### src/rtl/md5_pkg.sv
// md5_pkg
// Shared definitions for the MD5 block loader: the loader FSM state
// encoding, MD5 block geometry constants and a helper that forms the
// message-length word (length in bits) for a single-block message.
package md5_pkg;

  typedef enum logic [2:0] {
    COLLECT,
    DROP,
    PAD,
    WAIT_UNIT,
    WRITE,
    START
  } loader_state_t;

  localparam int MD5_BLOCK_WORDS = 16;
  localparam int MD5_LEN_WORD = 14;
  localparam logic [7:0] MD5_PAD_BYTE = 8'h80;
  localparam int MD5_MAX_SINGLE_BYTES = 55;

  // A single-block message is at most 55 bytes, so its bit length always
  // fits in the low 32-bit length word.
  function automatic logic [31:0] md5_len_bits(input logic [5:0] nbytes);
    return {23'd0, nbytes, 3'd0};
  endfunction

endpackage

### src/rtl/md5_unit_tracker.sv
// md5_unit_tracker
// Keeps a busy flag per md5unit and picks the unit a new message should
// go to.
//
// Ports:
//   clk        clock
//   rst_n      asynchronous active-low reset, clears both busy flags
//   done[1:0]  md5unit done levels, bit u = unit u
//   start[1:0] loader start pulses, bit u = unit u
//   busy[1:0]  unit u is working on a block
//   free_unit  unit to try next (only meaningful with busy[free_unit]=0)
//
// Build option: MD5_LOADER_DUAL_UNIT_EN selects between both units; without
// it the select is tied to unit 0 and unit 1 is never started.
module md5_unit_tracker
  import md5_pkg::*;
(
  input  logic       clk,
  input  logic       rst_n,
  input  logic [1:0] done,
  input  logic [1:0] start,
  output logic [1:0] busy,
  output logic       free_unit
);

  logic [1:0] done_q;
  logic [1:0] done_rise;

  assign done_rise = done & ~done_q;

  // A unit clears on the rising edge of its done. The start term is OR-ed
  // last, so a done edge landing in that unit's start cycle is ignored.
  always_ff @(posedge clk or negedge rst_n) begin
    if (!rst_n) begin
      done_q <= 2'b00;
      busy   <= 2'b00;
    end else begin
      done_q <= done;
      busy   <= start | (busy & ~done_rise);
    end
  end

`ifdef MD5_LOADER_DUAL_UNIT_EN
  // Prefer unit 0; fall over to unit 1 only while unit 0 is occupied.
  assign free_unit = busy[0];
`else
  assign free_unit = 1'b0;
`endif

endmodule

### src/rtl/md5_block_loader.sv
// md5_block_loader
// Collects a byte stream into one MD5 block, appends the 0x80 pad byte and
// the bit-length word, then writes the 16 little-endian words into a free
// md5unit and pulses its start bit. Messages longer than MAX_MSG_BYTES are
// swallowed and reported with len_err.
//
// Ports:
//   clk, reset        clock, asynchronous active-low reset
//   in_valid/in_data/in_last/in_ready   byte stream, transfer on valid&&ready
//   done[1:0]         md5unit done levels
//   write/writeaddr/writedata           md5unit word write port,
//                                       writeaddr = {unit, word index}
//   start[1:0]        one-cycle start pulse per unit
//   job_valid/job_unit  dispatch pulse and the unit that got the block
//   len_err           one-cycle pulse after an overlong message is dropped
//
// Build option: MD5_LOADER_DUAL_UNIT_EN enables dispatch to two units;
// by default only unit 0 is used.
module md5_block_loader
  import md5_pkg::*;
#(
  parameter int MAX_MSG_BYTES = 55
) (
  input  logic        clk,
  input  logic        reset,
  input  logic        in_valid,
  input  logic [7:0]  in_data,
  input  logic        in_last,
  output logic        in_ready,
  input  logic [1:0]  done,
  output logic        write,
  output logic [4:0]  writeaddr,
  output logic [31:0] writedata,
  output logic [1:0]  start,
  output logic        job_valid,
  output logic        job_unit,
  output logic        len_err
);

  loader_state_t state, next_state;

  logic [31:0] block_words [0:MD5_BLOCK_WORDS-1];
  logic [5:0]  count;
  logic [5:0]  count_inc;
  logic [4:0]  byte_lsb;
  logic [3:0]  word_idx;
  logic        unit_sel;
  logic        ready_en;
  logic        len_err_q;
  logic        take;
  logic [1:0]  unit_busy;
  logic        free_unit;
  logic        unit_free;

  md5_unit_tracker u_tracker (
    .clk       (clk),
    .rst_n     (reset),
    .done      (done),
    .start     (start),
    .busy      (unit_busy),
    .free_unit (free_unit)
  );

  // ready_en keeps in_ready low while reset is held, since the state
  // register already sits in COLLECT during reset.
  assign in_ready  = ready_en && (state == COLLECT || state == DROP);
  assign take      = in_valid && in_ready;
  assign count_inc = count + 6'd1;
  assign byte_lsb  = {count[1:0], 3'b000};
  assign unit_free = !unit_busy[free_unit];
  assign len_err   = len_err_q;

  always_ff @(posedge clk or negedge reset) begin
    if (!reset) begin
      state <= COLLECT;
    end else begin
      state <= next_state;
    end
  end

  always_comb begin
    next_state = state;
    write      = 1'b0;
    writeaddr  = 5'd0;
    writedata  = 32'd0;
    start      = 2'b00;
    job_valid  = 1'b0;
    job_unit   = 1'b0;
    case (state)
      COLLECT: begin
        if (take) begin
          if (in_last) begin
            next_state = PAD;
          end else if (count_inc == 6'(MAX_MSG_BYTES)) begin
            next_state = DROP;
          end
        end
      end
      DROP: begin
        if (take && in_last) begin
          next_state = COLLECT;
        end
      end
      PAD: begin
        next_state = WAIT_UNIT;
      end
      WAIT_UNIT: begin
        if (unit_free) begin
          next_state = WRITE;
        end
      end
      WRITE: begin
        write     = 1'b1;
        writeaddr = {unit_sel, word_idx};
        writedata = block_words[word_idx];
        if (word_idx == 4'd15) begin
          next_state = START;
        end
      end
      START: begin
        job_valid = 1'b1;
`ifdef MD5_LOADER_DUAL_UNIT_EN
        start    = unit_sel ? 2'b10 : 2'b01;
        job_unit = unit_sel;
`else
        start    = 2'b01;
`endif
        next_state = COLLECT;
      end
      default: begin
        next_state = COLLECT;
      end
    endcase
  end

  // Block buffer and sequencing counters. The buffer is zeroed after every
  // dispatch or drop, so PAD only has to place the 0x80 byte and the length
  // word; the bytes after the pad byte are already zero.
  always_ff @(posedge clk or negedge reset) begin
    if (!reset) begin
      for (int i = 0; i < MD5_BLOCK_WORDS; i++) begin
        block_words[i] <= 32'd0;
      end
      count     <= 6'd0;
      word_idx  <= 4'd0;
      unit_sel  <= 1'b0;
      ready_en  <= 1'b0;
      len_err_q <= 1'b0;
    end else begin
      ready_en  <= 1'b1;
      len_err_q <= 1'b0;
      case (state)
        COLLECT: begin
          if (take) begin
            block_words[count[5:2]][byte_lsb +: 8] <= in_data;
            count <= count_inc;
          end
        end
        DROP: begin
          if (take && in_last) begin
            len_err_q <= 1'b1;
            count     <= 6'd0;
            for (int i = 0; i < MD5_BLOCK_WORDS; i++) begin
              block_words[i] <= 32'd0;
            end
          end
        end
        PAD: begin
          block_words[count[5:2]][byte_lsb +: 8] <= MD5_PAD_BYTE;
          block_words[MD5_LEN_WORD]              <= md5_len_bits(count);
          block_words[MD5_BLOCK_WORDS-1]         <= 32'd0;
        end
        WAIT_UNIT: begin
          if (unit_free) begin
            unit_sel <= free_unit;
            word_idx <= 4'd0;
          end
        end
        WRITE: begin
          word_idx <= word_idx + 4'd1;
        end
        START: begin
          count <= 6'd0;
          for (int i = 0; i < MD5_BLOCK_WORDS; i++) begin
            block_words[i] <= 32'd0;
          end
        end
        default: begin
        end
      endcase
    end
  end

endmodule

### config.mk
export PLATFORM = sky130hd
export DESIGN_NAME = md5_block_loader
export DESIGN_NICKNAME = d
export VERILOG_FILES = /design/src/rtl/md5_pkg.sv /design/src/rtl/md5_unit_tracker.sv /design/src/rtl/md5_block_loader.sv
export SDC_FILE = /design/constraint.sdc
export NUM_CORES = 1
export LEC_CHECK = 0
export CAP_MARGIN = 20
export CORE_MARGIN = 4
export CORE_UTILIZATION = 50
export CTS_BUF_LIST = sky130_fd_sc_hd__clkbuf_2 sky130_fd_sc_hd__clkbuf_4 sky130_fd_sc_hd__clkbuf_8
export CTS_CLUSTER_SIZE = 8
export DETAILED_ROUTE_END_ITERATION = 7
export GPL_TIMING_DRIVEN = 0
export PLACE_DENSITY_LB_ADDON = 0.3
export SYNTH_ARGS = -nofsm -noshare
export SYNTH_HDL_FRONTEND = slang
export SYNTH_SLANG_ARGS = --single-unit
### constraint.sdc
create_clock -name clk -period 2.5 [get_ports clk]
set_input_delay 0.25 -clock clk [delete_from_list [all_inputs] [get_ports clk]]
set_output_delay 0.25 -clock clk [all_outputs]
set_load 0.01 [all_outputs]
==> run metrics <==
status finished with violations; failing checks negative setup slack; Main synth FF type dfrtp_1; Post-Place Cells 2717; Initial DRT Pass Iterations 8; top-area cell type share of the netlist area 51.9%; Worst Setup Start Kind flop; Area Overhead vs Synth 21.2%; Pins Over Slew Limit 0; Cell Area, Synth 0.0255 mm^2; global-route wire length before repair 135 mm; cell taking the most area after synthesis dfrtp_1; Fin Setup TNS -10680 ps; met2 usage 48.7%; Synth Warn # 0; total CTS buffers 87; I/O pins 58; Final HPWL DP 60.6 mm; final hold vios 0; DIE AREA 0.0546 mm^2; top cells by area, synth dfrtp_1, mux4_2, a22o_1, a32o_1, mux2i_1; post-synthesis cell count 1985; Port Buffers 50; total number of vias 21100; crit-path max FO 8; Initial Utilization 50.7%; Clk Latency, worst-skew pair 690 ps; Residual DRC 0; met1 GRT Util 43.8%; Worst slew margin 44.8%; routability cong. 0.998; top-count cell post-synth dfrtp_1; # nets final 2248; Final Instance Area 0.0309 mm^2; Commonest cells post-synth dfrtp_1, a22o_1, mux4_2; CTS Sinks 529; Placeable Area 0.0503 mm^2; Clock Skew 35.0 ps; Max Freq 346 MHz; WP data required 2250 ps; Power Dens Cells 941 mW/mm^2; First DRT Iteration DRCs 3008; Top Usage Layer GRT met2; Worst VDD drop 0.462 mV; Power, Total 29.1 mW; worst setup path category flop to output pin; worst slew pin tran 829 ps; Hold Path Class primary input to flop; min setup slack post-route -391 ps; syn avg cell area 12.8 um^2; share of layout cells above drive strength 1 30.9%; Worst EP arrival 2640 ps; RSZ-0062 raised after global routing true; CTS tree built; CTS clk-pin slew, worst paths 60 ps; CP Capture Type output pin; H-Tree Depth 3; minimum clock period 2890 ps; Leak 13.2 nW; asr flop ratio synth 100%; grt ovf 0; Max Cap Viol 0; Seq cells post-synth 529; Post-synth EDFFs 0; GRT Total Usage 32.8%; final worst-path cycle share 116%; Post-Layout Cell Count 2962; Final setup viols 64; synth unique cells 61; Max clock buf depth 3; largest net degree at the start of global routing 125; post-synthesis sequential area ratio 51.9%; initial antenna violation count 0; Avg WL per Cell 30.4 um; FILL cells 3786; via density per instance 7.11; clock root cell clkbuf_8; R2R setup slack -30 ps; Placed Area 0.0270 mm^2; Die Span Y 234 um; Die W 234 um; vias in the first global route 21400; met3 track demand over resource 8.55%; Post-Route WL 90.0 mm; Final ANT Viol Nets 0; std cell rows 82
==> cells in the final DEF (no fill, tap or decap), types with 43 or more instances in the layout <==
master / instances
dfrtp_1: 525
a22o_1: 270
mux4_2: 128
clkbuf_8: 119
a32o_1: 112
buf_4: 97
buf_2: 78
o2bb2ai_1: 67
o22ai_1: 62
clkbuf_1: 56
inv_1: 46
mux2i_1: 46
clkbuf_4: 46
o211ai_1: 45
nand3_1: 45
a211oi_1: 43
==> timing repair <==
item | CTS | global route
pin swaps | 37 | 32
gates resized for setup | 446 | 105
buffers inserted | 69 | 31
hold endpoints to repair | 95 | 0
hold buffers | 1 | 0
endpoints found under the setup margin | 510 | 466
gates cloned | 3 | 0
==> metal layers <==
layer | vias to the layer above | part of all wire, %
met5 | - | 0
met4 | 0 | 6.6
met3 | 330 | 12
met2 | 1547 | 45
met1 | 10800 | 37
li1 | 8437 | -
==> layout make-up <==
| class | instances | area (um^2) | area share, % |
|---|---|---|---|
| flip-flops and latches | 529 | 13200 | 42.9 |
| multi-input cells | 1182 | 11600 | 37.6 |
| clock buffers | 142 | 1750 | 5.66 |
| plain buffers | 217 | 1670 | 5.42 |
| repair buffers | 160 | 1470 | 4.77 |
| well taps | 672 | 841 | 2.72 |
| inverters | 49 | 191 | 0.620 |
| clock inverters | 10 | 100 | 0.324 |
| diodes | 1 | 2.50 | 0.00810 |
==> critical path, stage by stage, from the launching register on <==
cell	delay, ps
dfrtp_2	470
buf_12	210
buf_12	170
buf_12	160
buf_6	120
mux4_2	340
mux2i_1	170
o22ai_2	140
buf_2	160
==> worst paths after layout <==
path	startpoint	endpoint	cells past startpoint
hold reg to reg	flop	flop	1
setup reg to reg	count[0]	flop	11
max in group asynchronous	reset	asynchronous set/reset pin	4
setup / recovery	word_idx[0]	writedata[23]	8
min in group asynchronous	reset	asynchronous set/reset pin	2
hold / removal	done[0]	u_tracker.done_q[0]	1
==> report_power, final <==
part	total [mW]	internal (mW)	switching, mW
logic	11.5	4.10	7.37
clock network	8.16	4.51	3.65
registers	9.42	9.08	0.345
==> stage by stage <==
stage	setup slack (ps)	utilization, %	hold WS [ps]
after floorplan	187	-	-45.6
after global placement	-21360	53.4	462
after detailed placement	-1200	53.7	347
after CTS	-349	60.6	25.1
after global routing	-427	61.4	57.6
final	-391	61.4	52.0
==> logic make-up after synthesis <==
kind of cell,after synthesis,share of synthesized area [%]
DFF,529,51.9
buffers and inverters,276,4.67
AOI/OAI and AO/OA,703,23.0
other,2,0.0295
muxes,198,14.1
adders and majority gates,8,0.393
and+or+nand+nor,269,5.89
Note: power is estimated with default switching activity, not from simulation.
